==> config.mk <==
export PLATFORM = sky130hd
export DESIGN_NAME = a2mem_switch_snoop
export DESIGN_NICKNAME = d
export VERILOG_FILES = /design/src/rtl/a2mem_switch_snoop.sv
export SDC_FILE = /design/constraint.sdc
export NUM_CORES = 1
export LEC_CHECK = 0
export ABC_AREA = 1
export CAP_MARGIN = 20
export CORE_MARGIN = 1.5
export CORE_UTILIZATION = 42
export DETAILED_ROUTE_END_ITERATION = 12
export PLACE_DENSITY_LB_ADDON = 0.25
export SLEW_MARGIN = 20
export SYNTH_ARGS = -nofsm -noshare
export SYNTH_HDL_FRONTEND = slang
export SYNTH_SLANG_ARGS = --single-unit
==> constraint.sdc <==
create_clock -name clk_logic -period 1.2 [get_ports clk_logic]
set_input_delay 0.18 -clock clk_logic [delete_from_list [all_inputs] [get_ports clk_logic]]
set_output_delay 0.18 -clock clk_logic [all_outputs]
set_load 0.01 [all_outputs]
==> src/rtl/a2mem_switch_snoop.sv <==
// Apple II bus snooper: tracks video, ][e aux, slot-ROM and IIgs soft switches, the keyboard latch
// and main/aux classification of each strobed RAM access. All outputs are registered.
module a2mem_switch_snoop #(
    parameter bit ENABLE_IIE  = 1'b1,
    parameter bit ENABLE_IIGS = 1'b1
) (
    input  logic        clk_logic,
    input  logic        reset,
    input  logic [15:0] addr,
    input  logic [7:0]  data,
    input  logic        rw_n,
    input  logic        data_strobe,

    output logic        TEXT_MODE,
    output logic        MIXED_MODE,
    output logic        PAGE2,
    output logic        HIRES_MODE,
    output logic        AN0,
    output logic        AN1,
    output logic        AN2,
    output logic        AN3,

    output logic        STORE80,
    output logic        RAMRD,
    output logic        RAMWRT,
    output logic        INTCXROM,
    output logic        ALTZP,
    output logic        SLOTC3ROM,
    output logic        COL80,
    output logic        ALTCHAR,

    output logic        INTC8ROM,
    output logic [2:0]  SLOTROM,

    output logic [3:0]  TEXT_COLOR,
    output logic [3:0]  BACKGROUND_COLOR,
    output logic [3:0]  BORDER_COLOR,
    output logic        MONOCHROME_MODE,
    output logic        MONOCHROME_DHIRES_MODE,
    output logic        SHRG_MODE,
    output logic        LINEARIZE_MODE,

    output logic        aux_mem,
    output logic [7:0]  keycode,
    output logic        keypress_strobe
);

    // Bit positions inside the packed switch vectors; order matches the even/odd address pairs.
    localparam int VID_TEXT  = 0;
    localparam int VID_MIXED = 1;
    localparam int VID_PAGE2 = 2;
    localparam int VID_HIRES = 3;

    localparam int IIE_STORE80   = 0;
    localparam int IIE_RAMRD     = 1;
    localparam int IIE_RAMWRT    = 2;
    localparam int IIE_INTCXROM  = 3;
    localparam int IIE_ALTZP     = 4;
    localparam int IIE_SLOTC3ROM = 5;

    localparam logic [7:0] VID_RESET = 8'h01;

    // Main/aux selection using the switch state as it stood before the current access.
    function automatic logic aux_select(
        input logic [15:0] a,
        input logic        rd,
        input logic [7:0]  vid,
        input logic [7:0]  iie
    );
        logic sel;
        if (a[15:9] == 7'd0) begin
            sel = iie[IIE_ALTZP];
        end else if ((a[15:10] == 6'b000001) && iie[IIE_STORE80]) begin
            sel = vid[VID_PAGE2];
        end else if ((a[15:13] == 3'b001) && iie[IIE_STORE80] && vid[VID_HIRES]) begin
            sel = vid[VID_PAGE2];
        end else if (a < 16'hC000) begin
            sel = rd ? iie[IIE_RAMRD] : iie[IIE_RAMWRT];
        end else begin
            sel = 1'b0;
        end
        return sel;
    endfunction

    logic [7:0] vid_sw_r;
    logic [7:0] iie_sw_r;
    logic       intc8_r;
    logic [2:0] slotrom_r;
    logic [3:0] text_color_r;
    logic [3:0] bg_color_r;
    logic [3:0] border_color_r;
    logic       mono_r;
    logic       mono_dhr_r;
    logic       shrg_r;
    logic       linear_r;
    logic       aux_r;
    logic [7:0] keycode_r;
    logic       kstb_r;

    logic [7:0] vid_sw_s;
    logic [7:0] iie_sw_s;
    logic       intc8_s;
    logic [2:0] slotrom_s;
    logic [3:0] text_color_s;
    logic [3:0] bg_color_s;
    logic [3:0] border_color_s;
    logic       mono_s;
    logic       mono_dhr_s;
    logic       shrg_s;
    logic       linear_s;
    logic       aux_s;
    logic [7:0] keycode_s;
    logic       kstb_s;

    logic       is_c00x_s;
    logic       is_c01x_s;
    logic       is_c05x_s;
    logic       is_cfff_s;
    logic       is_slot_s;
    logic [3:0] slot_n_s;

    // Address decode of the soft-switch and slot-ROM windows.
    always_comb begin
        slot_n_s  = addr[11:8];
        is_c00x_s = (addr[15:4] == 12'hC00);
        is_c01x_s = (addr[15:4] == 12'hC01);
        is_c05x_s = (addr[15:4] == 12'hC05);
        is_cfff_s = (addr == 16'hCFFF);
        is_slot_s = (addr[15:12] == 4'hC) && (slot_n_s >= 4'd1) && (slot_n_s <= 4'd7);
    end

    // Next-state evaluation: every field holds unless a qualified strobe touches it.
    always_comb begin
        vid_sw_s       = vid_sw_r;
        iie_sw_s       = iie_sw_r;
        intc8_s        = intc8_r;
        slotrom_s      = slotrom_r;
        text_color_s   = text_color_r;
        bg_color_s     = bg_color_r;
        border_color_s = border_color_r;
        mono_s         = mono_r;
        mono_dhr_s     = mono_dhr_r;
        shrg_s         = shrg_r;
        linear_s       = linear_r;
        aux_s          = aux_r;
        keycode_s      = keycode_r;
        kstb_s         = 1'b0;

        if (data_strobe) begin
            aux_s = aux_select(addr, rw_n, vid_sw_r, iie_sw_r);

            if (is_c05x_s) begin
                vid_sw_s[addr[3:1]] = addr[0];
            end else begin
                vid_sw_s = vid_sw_r;
            end

            if (ENABLE_IIE && is_c00x_s && !rw_n) begin
                iie_sw_s[addr[3:1]] = addr[0];
            end else begin
                iie_sw_s = iie_sw_r;
            end

            // Rising edge of the key-available bit produces the one-clock keypress pulse.
            if (is_c00x_s && rw_n) begin
                keycode_s = data;
                kstb_s    = data[7] & ~keycode_r[7];
            end else if (is_c01x_s) begin
                keycode_s[7] = 1'b0;
            end else begin
                keycode_s = keycode_r;
            end

            if (is_cfff_s) begin
                intc8_s   = 1'b0;
                slotrom_s = 3'd0;
            end else if (is_slot_s && !iie_sw_r[IIE_INTCXROM]) begin
                if ((slot_n_s == 4'd3) && !iie_sw_r[IIE_SLOTC3ROM]) begin
                    intc8_s = 1'b1;
                end else if (!intc8_r) begin
                    slotrom_s = slot_n_s[2:0];
                end else begin
                    slotrom_s = slotrom_r;
                end
            end else begin
                intc8_s = intc8_r;
            end

            if (ENABLE_IIGS && !rw_n) begin
                case (addr)
                    16'hC021: mono_s = data[7];
                    16'hC022: begin
                        text_color_s = data[7:4];
                        bg_color_s   = data[3:0];
                    end
                    16'hC029: begin
                        shrg_s     = data[7];
                        linear_s   = data[6];
                        mono_dhr_s = data[5];
                    end
                    16'hC034: border_color_s = data[3:0];
                    default: mono_s = mono_r;
                endcase
            end else begin
                mono_s = mono_r;
            end
        end else begin
            aux_s = aux_r;
        end
    end

    // State registers with synchronous reset that overrides any coincident strobe.
    always_ff @(posedge clk_logic) begin
        if (reset) begin
            vid_sw_r       <= VID_RESET;
            iie_sw_r       <= 8'h00;
            intc8_r        <= 1'b0;
            slotrom_r      <= 3'd0;
            text_color_r   <= 4'hF;
            bg_color_r     <= 4'h6;
            border_color_r <= 4'h6;
            mono_r         <= 1'b0;
            mono_dhr_r     <= 1'b0;
            shrg_r         <= 1'b0;
            linear_r       <= 1'b0;
            aux_r          <= 1'b0;
            keycode_r      <= 8'h00;
            kstb_r         <= 1'b0;
        end else begin
            vid_sw_r       <= vid_sw_s;
            iie_sw_r       <= iie_sw_s;
            intc8_r        <= intc8_s;
            slotrom_r      <= slotrom_s;
            text_color_r   <= text_color_s;
            bg_color_r     <= bg_color_s;
            border_color_r <= border_color_s;
            mono_r         <= mono_s;
            mono_dhr_r     <= mono_dhr_s;
            shrg_r         <= shrg_s;
            linear_r       <= linear_s;
            aux_r          <= aux_s;
            keycode_r      <= keycode_s;
            kstb_r         <= kstb_s;
        end
    end

    assign TEXT_MODE  = vid_sw_r[0];
    assign MIXED_MODE = vid_sw_r[1];
    assign PAGE2      = vid_sw_r[2];
    assign HIRES_MODE = vid_sw_r[3];
    assign AN0        = vid_sw_r[4];
    assign AN1        = vid_sw_r[5];
    assign AN2        = vid_sw_r[6];
    assign AN3        = vid_sw_r[7];

    assign STORE80    = iie_sw_r[0];
    assign RAMRD      = iie_sw_r[1];
    assign RAMWRT     = iie_sw_r[2];
    assign INTCXROM   = iie_sw_r[3];
    assign ALTZP      = iie_sw_r[4];
    assign SLOTC3ROM  = iie_sw_r[5];
    assign COL80      = iie_sw_r[6];
    assign ALTCHAR    = iie_sw_r[7];

    assign INTC8ROM               = intc8_r;
    assign SLOTROM                = slotrom_r;
    assign TEXT_COLOR             = text_color_r;
    assign BACKGROUND_COLOR       = bg_color_r;
    assign BORDER_COLOR           = border_color_r;
    assign MONOCHROME_MODE        = mono_r;
    assign MONOCHROME_DHIRES_MODE = mono_dhr_r;
    assign SHRG_MODE              = shrg_r;
    assign LINEARIZE_MODE         = linear_r;
    assign aux_mem                = aux_r;
    assign keycode                = keycode_r;
    assign keypress_strobe        = kstb_r;

endmodule

==> flow_metrics.tcl <==
set metrics [dict create \
    yosys_warnings 0 \
    worst_slew_pin_slew_ns 0.258 \
    crit_buf_inv 3 \
    wl_per_cell_um 12.6 \
    place_area_sq_um 3440 \
    finish.instance_area_sq_um 3590 \
    ir_drop_mv 0.479 \
    timing.final.crit_period_ns 1.18 \
    fmax_mhz 847 \
    clk_latency_ns 0.30 \
    cts.hold.buffers_added 0 \
    fin_crit_sh_pct 98.4 \
    slew_headroom_pct 82.6 \
    grt_max_degree 23 \
    slowest_delay_ns 0.21 \
    critical_path_arrival_ns 1.37 \
    io_buffers 73 \
    grt_usage_pct 23.3 \
    worstSetupStartpointType "input pin" \
    required_ns 1.39 \
    crit_family "simple AND/OR/NAND/NOR gates" \
    fin_nets 508 \
    synth_area_sq_um 2350 \
    hold_violations 0 \
    place_congestion 0.878 \
    detailed_place_hpwl_mm 4.94 \
    worstPathMaxFanout 8 \
    yosysUniqueCellTypes 28 \
    crit_chain "clkdlybuf4s15_1, inv_2, nand3b_1, nor2_4, buf_4, nand3_4, nor3_1, nor2_1" \
    cts.clk_slew.worst_paths_ns 0.08 \
    vias_per_cell 4.83 \
    clockBufferDepth 2 \
    criticalPathCategory "in -> reg" \
    yosys-top-cells-area "dfxtp_1, nand2_1, inv_1" \
    ys.flop_type "dfxtp_1" \
    synth_edf_count 0 \
    grt_pass1_vias 2487 \
    clockRootBuffer "clkbuf_8" \
    die_area_sq_um 6060 \
    drtPass1Iterations 5 \
    leakage_nw 1.87 \
    drt-total-wl_mm 6.97 \
    cts.sinks 46 \
    hold_class "in -> reg" \
    syn_nets 386 \
    cap_viol_max_count 0 \
    synth.most_common_cell "nand2_1" \
    fin_tns_setup_ns 0 \
    drv_slew 0 \
    start_util_pct 43.2 \
    ys_ff_latch 46 \
    finalSetupViolations 0 \
    layout-area-overhead-vs-synth_pct 52.8 \
    pin_count 74 \
    grt-ovfl-total 0 \
    detail-route-antenna-nets 0 \
    cts_tree "done" \
    remaining_drc_errors 0 \
    outcome "completed" \
    cp_slowest_cell "clkdlybuf4s15_1" \
    layout-drive-gt1-share_pct 22.0 \
    r2r_setup_slack_ns 0.08 \
    yosys.area.top_type "dfxtp_1" \
    drt_iter0_markers 129 \
    ys_top_cells_by_count "nand2_1, inv_1, nor2_1" \
    vias 2673 \
    antenna_cells 0 \
    rows 27 \
    synthArstFlopShare_pct 0 \
    grt_antenna_before_repair 0 \
    grt_pass1_wl_mm 11.3 \
    power_mw 2.86 \
    endpoint_kind "flop" \
    synth.avg_cell_area_sq_um 6.57 \
    core_area_sq_um 5440 \
    numCtsBuffers 5 \
    htreeDepth 2 \
    die_height_um 77.8 \
    fin_skew_ns 0.00486 \
    p_per_area_nw_per_um2 796 \
    netlist_instances 358 \
    synth_top_area_share_pct 39.1 \
    yosysSeqAreaShare_pct 39.1 \
    die_w_um 77.8 \
]
-- what timing repair did --
item                       in CTS  in global routing
cloned                          1                  0
buffers inserted                3                  7
setup endpoints to repair      91                 43
pin swaps                      16                 18
gates resized for setup        90                 36
-- metal layers --
layer	global-route usage [%]	part of all wire [%]
met5	0	0
met3	4.24	6.1
met1	30.7	45
met2	38.1	46
met4	7.64	2.3
-- path summary, 6_finish.rpt --
kind                                  from                        to  cells past startpoint
setup / recovery                   addr[5]  iie_sw_r[0]$_SDFFE_PP0P_                      8
hold / removal                 data_strobe      aux_mem$_SDFFE_PP0P_                      3
setup reg to reg  iie_sw_r[5]$_SDFFE_PP0P_   SLOTROM[2]$_SDFFE_PP0P_                      6
hold reg to reg     SHRG_MODE$_SDFFE_PP0P_    SHRG_MODE$_SDFFE_PP0P_                      2
-- power by group --
| part | switching [mW] | internal (mW) |
|---|---|---|
| logic | 0.218 | 0.178 |
| clock network | 0.523 | 0.412 |
| registers | 0.00167 | 1.53 |
-- sequential cells by signal, indices dropped and copies added, names as in the netlist, 3 cells and up --
signal	cells
vid_sw_r	8
keycode	8
BORDER_COLOR	4
SLOTROM	3
iie_sw_r	8
BACKGROUND_COLOR	4
TEXT_COLOR	4
-- layout by cell type, fill, tap and decap left out, types with 5 or more instances in the layout --
cell type,netlist,layout
nand2_1,81,74
inv_1,60,55
buf_4,1,49
dfxtp_1,46,45
nand4_1,11,11
nor2_2,3,5
nor2_1,58,52
a21oi_1,11,10
nand3_1,24,23
clkdlybuf4s50_1,0,9
nor3_1,10,9
o21ai_0,21,19
nand2_2,1,6
inv_2,0,5
clkbuf_8,0,5
nor2_4,1,5
clkbuf_2,0,10
dlygate4sd2_1,0,49
-- area by class of cell --
type / instances / area [sq um]
clock inverter: 2 / 13.8
fill: 501 / 1840
timing repair buffer: 125 / 1020
multi-input combinational: 241 / 1240
sequential: 46 / 922
tap: 72 / 90.1
clock buffer: 6 / 72.6
inverter: 61 / 229
-- metrics by stage --
stage                     cells  hold WS, ns  setup WS [ns]  utilization (%)
after floorplan             358        0.249         0.0302                -
after global placement      534        0.431         -0.588             63.2
after detailed placement    534        0.434         -0.626             63.2
after CTS                   546        0.444       0.000598             65.2
after global routing        553        0.330        -0.0501             66.1
final                       553        0.292         0.0190             66.1
-- logic make-up (layout without fill, tap and decap cells) --
family          after synthesis  count (layout)  share of synthesized area [%]
simple gates                197             198                           37.8
buf+inv                      72             194                           12.5
flops                        46              46                           39.1
compound gates               43              43                           10.6
-- worst reg2reg max path: cells and delay by family, from the launching register on --
family	cells	cell delay [ns]
flops	1	0.32
simple gates	3	0.28
compound gates	2	0.33
buf+inv	1	0.08
Power figures use the tool's default switching activity.
